$ cat config.mk
export PLATFORM = sky130hd
export DESIGN_NAME = pc_unit
export DESIGN_NICKNAME = d
export VERILOG_FILES = /design/src/rtl/pc_pkg.sv /design/src/rtl/pc_next_sel.sv /design/src/rtl/pc_unit.sv
export SDC_FILE = /design/constraint.sdc
export NUM_CORES = 1
export LEC_CHECK = 0
export ABC_AREA = 1
export BUFFER_PORTS_ARGS = -buffer_cell sky130_fd_sc_hd__buf_2
export CAP_MARGIN = 10
export CORE_ASPECT_RATIO = 0.7
export CORE_MARGIN = 8
export CORE_UTILIZATION = 45
export DETAILED_ROUTE_END_ITERATION = 12
export HOLD_SLACK_MARGIN = 0.12
export PLACE_DENSITY = 0.84
export SETUP_SLACK_MARGIN = 0.02
export SLEW_MARGIN = 15
export SYNTH_ARGS = -nofsm -noshare
export SYNTH_HDL_FRONTEND = slang
export SYNTH_SLANG_ARGS = --single-unit
$ cat constraint.sdc
create_clock -name clk -period 3.75 [get_ports clk]
set_input_delay 0.375 -clock clk [delete_from_list [all_inputs] [get_ports clk]]
set_output_delay 0.375 -clock clk [all_outputs]
set_load 0.05 [all_outputs]
$ cat src/rtl/pc_pkg.sv
// pc_pkg: shared definitions for the program-counter unit.
//   state_t        : FSM state encoding (BOOT/RUN/HALT; 2'd3 is unused)
//   PH_N_DEF       : default phase one-hot width
//   STEP_DEF       : default sequential increment / alignment unit
//   RESET_VEC_DEF  : default pc value at reset
//   TRAP_VEC_DEF   : default trap / fault entry address
package pc_pkg;

    typedef enum logic [1:0] {
        BOOT = 2'd0,
        RUN  = 2'd1,
        HALT = 2'd2
    } state_t;

    localparam int unsigned PH_N_DEF      = 5;
    localparam int unsigned STEP_DEF      = 4;
    localparam logic [31:0] RESET_VEC_DEF = 32'h0000_0000;
    localparam logic [31:0] TRAP_VEC_DEF  = 32'h0000_0100;

endpackage

$ cat src/rtl/pc_next_sel.sv
// pc_next_sel: combinational next-pc / next-epc selection.
//   Inputs : pc, epc (current registers), dr (transfer target),
//            trap, eret, ct_taken (update requests)
//   Outputs: pc_next, epc_next (values to load on an update event),
//            fault (misaligned control transfer selected)
// Priority: trap > eret > ct_taken > sequential.
module pc_next_sel
    import pc_pkg::*;
#(
    parameter int unsigned     XLEN     = 32,
    parameter int unsigned     STEP     = STEP_DEF,
    parameter logic [XLEN-1:0] TRAP_VEC = XLEN'(TRAP_VEC_DEF)
) (
    input  logic [XLEN-1:0] pc,
    input  logic [XLEN-1:0] epc,
    input  logic [XLEN-1:0] dr,
    input  logic            trap,
    input  logic            eret,
    input  logic            ct_taken,
    output logic [XLEN-1:0] pc_next,
    output logic [XLEN-1:0] epc_next,
    output logic            fault
);

    logic misaligned;

    // STEP is a power of two, so the low bits below it must be zero.
    assign misaligned = (dr & XLEN'(STEP - 1)) != '0;

    always_comb begin
        pc_next  = pc + XLEN'(STEP);
        epc_next = epc;
        fault    = 1'b0;
        if (trap) begin
            pc_next  = TRAP_VEC;
            epc_next = pc;
        end else if (eret) begin
            pc_next  = epc;
        end else if (ct_taken) begin
            if (misaligned) begin
                pc_next  = TRAP_VEC;
                epc_next = pc;
                fault    = 1'b1;
            end else begin
                pc_next  = dr;
            end
        end
    end

endmodule

$ cat src/rtl/pc_unit.sv
// pc_unit: program counter with boot/run/halt control, trap entry and return.
//   clk            : clock, all state updates on posedge
//   n_rst          : asynchronous active-low reset
//   phase          : phase vector; only bit PH_N-1 (write-back) is decoded
//   stall          : holds pc/epc during RUN
//   ct_taken, dr   : control transfer request and target
//   trap, eret     : trap entry / return from trap
//   halt_req       : enter HALT after the current update event
//   pc, epc        : registered program counter and saved pc
//   link           : combinational pc + STEP
//   state          : FSM state (BOOT/RUN/HALT)
//   misalign_fault : one-cycle pulse after a misaligned transfer
module pc_unit
    import pc_pkg::*;
#(
    parameter int unsigned     XLEN      = 32,
    parameter int unsigned     PH_N      = PH_N_DEF,
    parameter int unsigned     STEP      = STEP_DEF,
    parameter logic [XLEN-1:0] RESET_VEC = XLEN'(RESET_VEC_DEF),
    parameter logic [XLEN-1:0] TRAP_VEC  = XLEN'(TRAP_VEC_DEF)
) (
    input  logic            clk,
    input  logic            n_rst,
    input  logic [PH_N-1:0] phase,
    input  logic            stall,
    input  logic            ct_taken,
    input  logic [XLEN-1:0] dr,
    input  logic            trap,
    input  logic            eret,
    input  logic            halt_req,
    output logic [XLEN-1:0] pc,
    output logic [XLEN-1:0] epc,
    output logic [XLEN-1:0] link,
    output logic [1:0]      state,
    output logic            misalign_fault
);

    state_t          state_q;
    logic [XLEN-1:0] pc_q;
    logic [XLEN-1:0] epc_q;
    logic            fault_q;

    logic [XLEN-1:0] pc_next;
    logic [XLEN-1:0] epc_next;
    logic            fault_next;
    logic            update;
    logic            unused_phase;

    // Only the write-back bit matters; the rest of the phase vector is ignored.
    assign unused_phase = ^phase[PH_N-2:0];
    assign update       = (state_q == RUN) && phase[PH_N-1] && !stall;

    pc_next_sel #(
        .XLEN     (XLEN),
        .STEP     (STEP),
        .TRAP_VEC (TRAP_VEC)
    ) u_sel (
        .pc       (pc_q),
        .epc      (epc_q),
        .dr       (dr),
        .trap     (trap),
        .eret     (eret),
        .ct_taken (ct_taken),
        .pc_next  (pc_next),
        .epc_next (epc_next),
        .fault    (fault_next)
    );

    always_ff @(posedge clk or negedge n_rst) begin
        if (!n_rst) begin
            pc_q    <= RESET_VEC;
            epc_q   <= '0;
            state_q <= BOOT;
            fault_q <= 1'b0;
        end else begin
            fault_q <= 1'b0;
            case (state_q)
                BOOT: begin
                    pc_q    <= RESET_VEC;
                    state_q <= RUN;
                end
                RUN: begin
                    if (update) begin
                        pc_q    <= pc_next;
                        epc_q   <= epc_next;
                        fault_q <= fault_next;
                        if (halt_req) begin
                            state_q <= HALT;
                        end
                    end
                end
                HALT: begin
                    // Trap wakes the unit regardless of phase and stall.
                    if (trap) begin
                        pc_q    <= TRAP_VEC;
                        epc_q   <= pc_q;
                        state_q <= RUN;
                    end
                end
                default: begin
                    pc_q    <= RESET_VEC;
                    state_q <= BOOT;
                end
            endcase
        end
    end

    assign pc             = pc_q;
    assign epc            = epc_q;
    assign link           = pc_q + XLEN'(STEP);
    assign state          = state_q;
    assign misalign_fault = fault_q;

endmodule

==> summary.md, run 1 <==
| Metric | Value |
|---|---|
| Post-synth top area share | 0.394 |
| Die ar. | 12900 um2 |
| CP Cell Sequence | ha_1, nand2_1, nor2_2, nand3_1, inv_1, nand2_1, nand2_1, and2_1, buf_2 |
| Number of diodes | 0 |
| Drt pass-1 iters | 5 |
| Final Skew | approximately 0.0053 ns |
| Max-slew violation count | 0 |
| Starting Density | 0.466 |
| Fill count | about 860 |
| Slowest stage delay, CP | 0.43 ns |
| Synth cell types | 35 |
| Core box area | about 9000 um2 |
| Largest net degree at the start of global routing | 65 |
| Port bufs | roughly 140 |
| Setup CP Type | flip-flop to primary output |
| Rel. slew slack | 0.552 |
| H-tree Lvls | 3 |
| Area of the multi-input gates | 2200 um2 |
| Clock slew at reported path FFs | approximately 0.06 ns |
| Mapped Cells | 630 |
| Share of cells above drive strength 1 | 0.243 |
| Avg Cell Area, Syn | about 6.8 um2 |
| Starting DRC count in detailed routing | 535 |
| Final Cycle Share | 0.679 |
| Total GRT Usage | 0.229 |
| TritonCTS clock tree | done |
| Setup Viol. Count Final | 0 |
| Sink Count | 67 |
| RSZ-0062 raised after global routing | false |
| Max Fclk | between 300 and 400 MHz |
| Crit path launch type | flip-flop |
| TNS Setup | 0 ns |
| PD cells | 645 nW/um2 |
| Pleak | around 2.9 nW |
| Most common cell after layout, fill and taps aside | nand2_1 |
| Vias per std cell | between 5 and 6 |
| Synth area leaders | dfrtp_1, nand2_1, nor2_1, inv_1, o21ai_1 |
| Switch share | 0.480 |
| Num CTS Buffers | 9 |
| Critical Path RT | roughly 3.4 ns |
| Fin crit period | between 2 and 3 ns |
| Ports | around 140 |
| #FFs+latches synth | 67 |
| Global route overflow | 0 |
| Share of power burned in registers | 0.278 |
| Critical Path End Type | primary output |
| Crit-path most repeated cell | nand2_1 |
| Chip width | 132 um |
| Post-CTS Setup Bufs | 0 |
| Row cnt | 29 |
| Clock root buffer master | clkbuf_16 |
| First-pass GRT wire length | 23.6 mm |
| Synth Net Count | 679 |
| Clock Power Share | 0.290 |
| Final antenna-violating net count | 0 |
| Status | finished, final reports clean |
| Count of non-filler cells in the finished layout | 890 |
| YS warnings | 0 |
| DIE HEIGHT | between 90 and 100 um |
| Hold/Removal Path Class | input pin to flip-flop |
| Routed wire per std cell | around 17 um |
| Max-Cap Viols | 0 |
| Vias in the first global route | between 4000 and 5000 |
| Gate power share | 0.433 |
| Critical Path AT | between 2 and 2.5 ns |
| Placed cells | between 800 and 900 |
| CTS Buffer Depth | 2 |
| Most frequent cells in the layout | nand2_1, buf_2, nor2_1, inv_1, dfrtp_1 |
| Nets | roughly 800 |
| Crit path max-delay cell type | dfrtp_1 |
| Final hold vios | 0 |
| Sequential cell area | approximately 1700 um2 |
| CP Max Fanout | 5 |
| Maximum vdd drop | 0.350 mV |
| Post-synth top area cell | dfrtp_1 |
| NetSw | 0.00166 W |
| Synthesized area | roughly 4300 um2 |
| Final WL | ~15 mm |
| Layout area overhead | 26.3% |
| Clock Latency Late Sink | roughly 0.34 ns |
| Internal power | approximately 0.0018 W |
| Routed vias | 4754 |
| GPL Wtd Cong | 0.917 |
| Register area share after synthesis | 0.394 |
| Slew @ Worst Pin | a little under 0.7 ns |
| Post-route DRC | 0 |
| Initial antenna violation count | 0 |
| Dpl hpwl | about 11 mm |
## layer usage
layer	part of all wire	up-vias	track usage
li1	-	2254	-
met4	0.030	0	0.0939
met3	0.11	36	0.0790
met1	0.44	2187	0.309
met5	0	-	0
met2	0.42	277	0.325
## critical path: cells and delay by family (launching register included)
kind | cells | cell delay, ns
fa+ha+maj | 1 | 0.21
flops | 1 | 0.43
buf+inv | 2 | 0.39
simple gates | 6 | 0.79
## power groups by stage
stage / combinational [W] / sequential [W] / clock [W]
after global placement: 0.00147 / 0.000968 / 0
after floorplan: 0.000741 / 0.00135 / 0
final: 0.00150 / 0.000963 / 0.00100
after detailed placement: 0.00149 / 0.000970 / 0
after global routing: 0.00161 / 0.000982 / 0.00104
after CTS: 0.00150 / 0.000959 / 0.00101
## cell type report
type                       instances  area share
clock buffer                      10      0.0445
sequential                        67       0.312
timing repair buffer             141       0.133
inverter                          73      0.0519
multi-input combinational        469       0.409
tap                              124      0.0289
clock inverter                     6      0.0209
## cell usage after synthesis, drive strengths merged
| library cell | count |
|---|---|
| buf | 13 |
| o21bai | 2 |
| nand4 | 2 |
| o221ai | 3 |
| nor2 | 87 |
| nand3b | 2 |
| a21oi | 6 |
| or2 | 2 |
| nand2 | 224 |
| o211ai | 3 |
| clkbuf | 8 |
| a31oi | 8 |
| o31ai | 1 |
| inv | 73 |
| o22ai | 3 |
| ha | 5 |
| o21ai | 63 |
| xor2 | 9 |
| and2 | 7 |
| dfrtp | 67 |
| nand3 | 34 |
| nor3 | 5 |
| a32oi | 3 |
## registers in the layout (all words and copies together) (netlist names)
name / flops
epc: 32
misalign_fault: 1
state: 2
pc: 32
## logic make-up (layout without fill, tap and decap cells)
logic type / Yosys count / after routing / share of synthesized area
fa+ha+maj: 5 / 5 / 0.0147
simple gates: 363 / 363 / 0.360
buf+inv: 94 / 230 / 0.0899
compound gates: 92 / 92 / 0.123
xor+xnor: 9 / 9 / 0.0185
flops: 67 / 67 / 0.394
## timing repair
item                                   CTS  global route
endpoints found under the hold margin   20             0
resized for setup                        0             0
hold buffers                             1             0
setup endpoints to repair                0             0
## per-stage QoR
step,utilization,total power [W],worst slack [ns],cell area (um2),hold WS [ns]
floorplan,-,0.00210,1.12,4260,0.0794
global placement,0.548,0.00244,1.39,5010,0.357
detailed placement,0.548,0.00246,1.36,5010,0.366
CTS,0.588,0.00346,1.22,5380,0.286
global route,0.588,0.00364,1.10,5380,0.310
finish,0.588,0.00347,1.20,5380,0.300
## path summary, 6_finish.rpt
path                            startpoint              to  slack [ns]  depth (start not counted)
max in group asynchronous            n_rst           pc[1]        2.21                          3
worst min register to register      epc[4]          epc[4]        0.51                          2
min in group asynchronous            n_rst         epc[17]        0.54                          2
worst max-delay path                 pc[2]        link[28]        1.20                          9
worst min-delay path                  trap  misalign_fault        0.30                          2
worst max register to register    state[1]          epc[8]        1.32                          9
No activity file was read; power rests on OpenSTA's default activity.
==> run 2: changes to the inputs <==
clock period = 2.6 ns   (was 3.75 ns; I/O delays follow)
==> run 2 against run 1 <==
Effect of this change: first-iteration DRC count is 6.0% lower; wire length is 1.3% higher; clock skew is 0.00087 ns higher; via count is 0.57% higher; register-to-register slack worse by 0.81 ns; die area stayed put; final cell count is 1.0% higher; largest cell class unchanged; sequential power is 44% higher; highest routed layer is now met5; total power is 45% higher; combinational power is 52% higher; clock-buffer cell count is 2 higher; worst setup slack worse by 1.0 ns; largest power group unchanged.
==> summary.md, run 2 (synthesis gave the netlist of run 1 again) <==
| Metric | Value |
|---|---|
| Hold/Removal Path Class | input pin to flip-flop (unchanged) |
| H-tree Lvls | 3 (unchanged) |
| Ports | 143 (unchanged) |
| Setup CP Type | flip-flop to primary output (unchanged) |
| Share of cells above drive strength 1 | 0.252 (was 0.243) |
| TNS Setup | 0 ns (unchanged) |
| Sink Count | 67 (unchanged) |
| TritonCTS clock tree | done (unchanged) |
| Number of diodes | 0 (unchanged) |
| Num CTS Buffers | 9 (unchanged) |
| Vias in the first global route | 4608 (was 4493) |
| Final antenna-violating net count | 0 (unchanged) |
| Global route overflow | 0 (unchanged) |
| Most frequent cells in the layout | nand2_1, buf_2, nor2_1, inv_1, dfrtp_1 (unchanged) |
| Clock Power Share | 0.269 (was 0.290) |
| DP Area | 5110 um2 (was 5010 um2) |
| Most common cell after layout, fill and taps aside | nand2_1 (unchanged) |
| Internal power | 0.00261 W (was 0.00180 W) |
| R2r setup slk | 0.51 ns (was 1.32 ns) |
| RSZ-0062 raised after global routing | false (unchanged) |
| Clock root buffer master | clkbuf_16 (unchanged) |
| Post_cts resized | 0 (unchanged) |
| Row cnt | 29 (unchanged) |
| Fin crit period | 2.39 ns |
| Critical Path End Type | primary output (unchanged) |
| Final Skew | 0.00614 ns (was 0.00528 ns) |
| Final Cycle Share | 0.921 |
| Clock Latency Late Sink | 0.34 ns (about the same) |
| Area of the multi-input gates | 2200 um2 (about the same) |
| Final WL | 15.0 mm (was 14.8 mm) |
| Maximum vdd drop | 0.460 mV (was 0.350 mV) |
| CTS Buffer Depth | 2 (unchanged) |
| Clock slew at reported path FFs | 0.06 ns (about the same) |
| Setup Viol. Count Final | 0 (unchanged) |
| Total GRT Usage | 0.235 (was 0.229) |
| Slew @ Worst Pin | 0.514 ns (was 0.672 ns) |
| Crit Reg-Reg Startpoint | state[1] (unchanged) |
| Vias per std cell | 5.32 (was 5.34) |
| Post-route DRC | 0 (unchanged) |
| Gate power share | 0.454 (was 0.433) |
| Placement Setup Slack | 0.558 ns (was 1.36 ns) |
| Core box area | 9140 um2 (unchanged) |
| Layout area overhead | 28.1% (was 26.3%) |
| Rel. slew slack | 0.657 (was 0.552) |
| Initial antenna violation count | 1 (was 0) |
| Critical Path RT | 2.34 ns (was 3.38 ns) |
| Worst Setup Slack, final | 0.206 ns (was 1.20 ns) |
| Critical Path AT | 2.13 ns (was 2.17 ns) |
| Worst Hold Slack | 0.177 ns (was 0.300 ns) |
| Status | finished, final reports clean (unchanged) |
| Switch share | 0.480 (about the same) |
| Max Fclk | about 420 MHz |
| Dpl hpwl | 11.0 mm (was 10.7 mm) |
| Routed vias | 4781 (was 4754) |
| GPL Wtd Cong | 0.936 (was 0.917) |
| Hold path start | trap (unchanged) |
| Pleak | 2.95 nW (was 2.90 nW) |
| Die ar. | 12900 um2 (unchanged) |
| Nets | 819 (was 810) |
| Starting Density | 0.466 (unchanged) |
| Fill count | 860 (was 863) |
| R2r worst-path depth | 11 (was 9) |
| Largest net degree at the start of global routing | 68 (was 65) |
| NetSw | 0.00241 W (was 0.00166 W) |
| Post-CTS Setup Bufs | 0 (unchanged) |
| Hold EP | misalign_fault (unchanged) |
| Crit path launch type | flip-flop (unchanged) |
| Max-slew violation count | 0 (unchanged) |
| Final hold vios | 0 (unchanged) |
| PD cells | 921 nW/um2 (was 645 nW/um2) |
| Routed wire per std cell | 16.7 um (about the same) |
| Sequential cell area | 1680 um2 (unchanged) |
| Worst R2R End | pc[12] (was epc[8]) |
| Starting DRC count in detailed routing | 503 (was 535) |
| Drt pass-1 iters | 5 (unchanged) |
| CP Max Fanout | 5 (unchanged) |
| DIE HEIGHT | 97.4 um (unchanged) |
| Chip width | 132 um (unchanged) |
| Final core occ | 0.596 (was 0.588) |
| Port bufs | 138 (unchanged) |
| WHS Path Cells | 2 (unchanged) |
| First-pass GRT wire length | 24.2 mm (was 23.6 mm) |
| Max-Cap Viols | 0 (unchanged) |
| Share of power burned in registers | 0.277 (was 0.278) |
| Finished Cell Area | 5450 um2 (was 5380 um2) |
run 2: cell type report:
cell class,instances,share of cell area
Multi-Input combinational cell,469,0.404
Sequential cell,67,0.307
Timing Repair Buffer,150,0.148
Inverter,73,0.0512
Clock buffer,12,0.0470
Tap cell,124,0.0285
Clock inverter,4,0.0133
run 2: power by group through the flow:
stage / sequential [W] / clock, W / combinational (W)
3_5_place_dp: 0.00140 / 0 / 0.00226
2_1_floorplan: 0.00195 / 0 / 0.00107
4_1_cts: 0.00138 / 0.00136 / 0.00227
6_report: 0.00139 / 0.00135 / 0.00228
3_3_place_gp: 0.00139 / 0 / 0.00224
5_1_grt: 0.00141 / 0.00141 / 0.00244
run 2: per-stage QoR:
stage                     power, W  instances
after floorplan            0.00302        630
after global placement     0.00363        882
after detailed placement   0.00366        882
after CTS                  0.00502        899
after global routing       0.00526        899
final                      0.00502        899
run 2: layer usage:
metal / vias up / wire, um / GRT usage
met5: - / 8 / 0
met4: 2 / 282 / 0.0748
met1: 2135 / 6340 / 0.305
met2: 338 / 6390 / 0.351
met3: 26 / 2000 / 0.0925
li1: 2280 / - / -
run 2: worst max-delay path by stage:
stage | from | to | slack, ns | cells after the start
2_1_floorplan | pc[3] | pc[10] | 0.19 | 7
3_5_place_dp | state[1] | pc[12] | 0.56 | 11
3_3_place_gp | pc[3] | link[28] | 0.63 | 9
5_1_grt | pc[3] | link[16] | 0.04 | 8
6_report | pc[2] | link[28] | 0.21 | 9
4_1_cts | pc[2] | link[28] | 0.21 | 9
run 2: timing repair:
item	4_1_cts	5_1_grt
hold buffers	1	0
endpoints found under the hold margin	67	0
setup endpoints to repair	0	0
run 2: critical path, cell delays in order (launching register included):
cell	delay [ns]
dfrtp_1	0.43
ha_1	0.21
nand2_1	0.09
nor2_2	0.20
nand3_1	0.23
inv_1	0.13
nand2_1	0.06
nand2_1	0.07
and2_1	0.13
buf_2	0.26
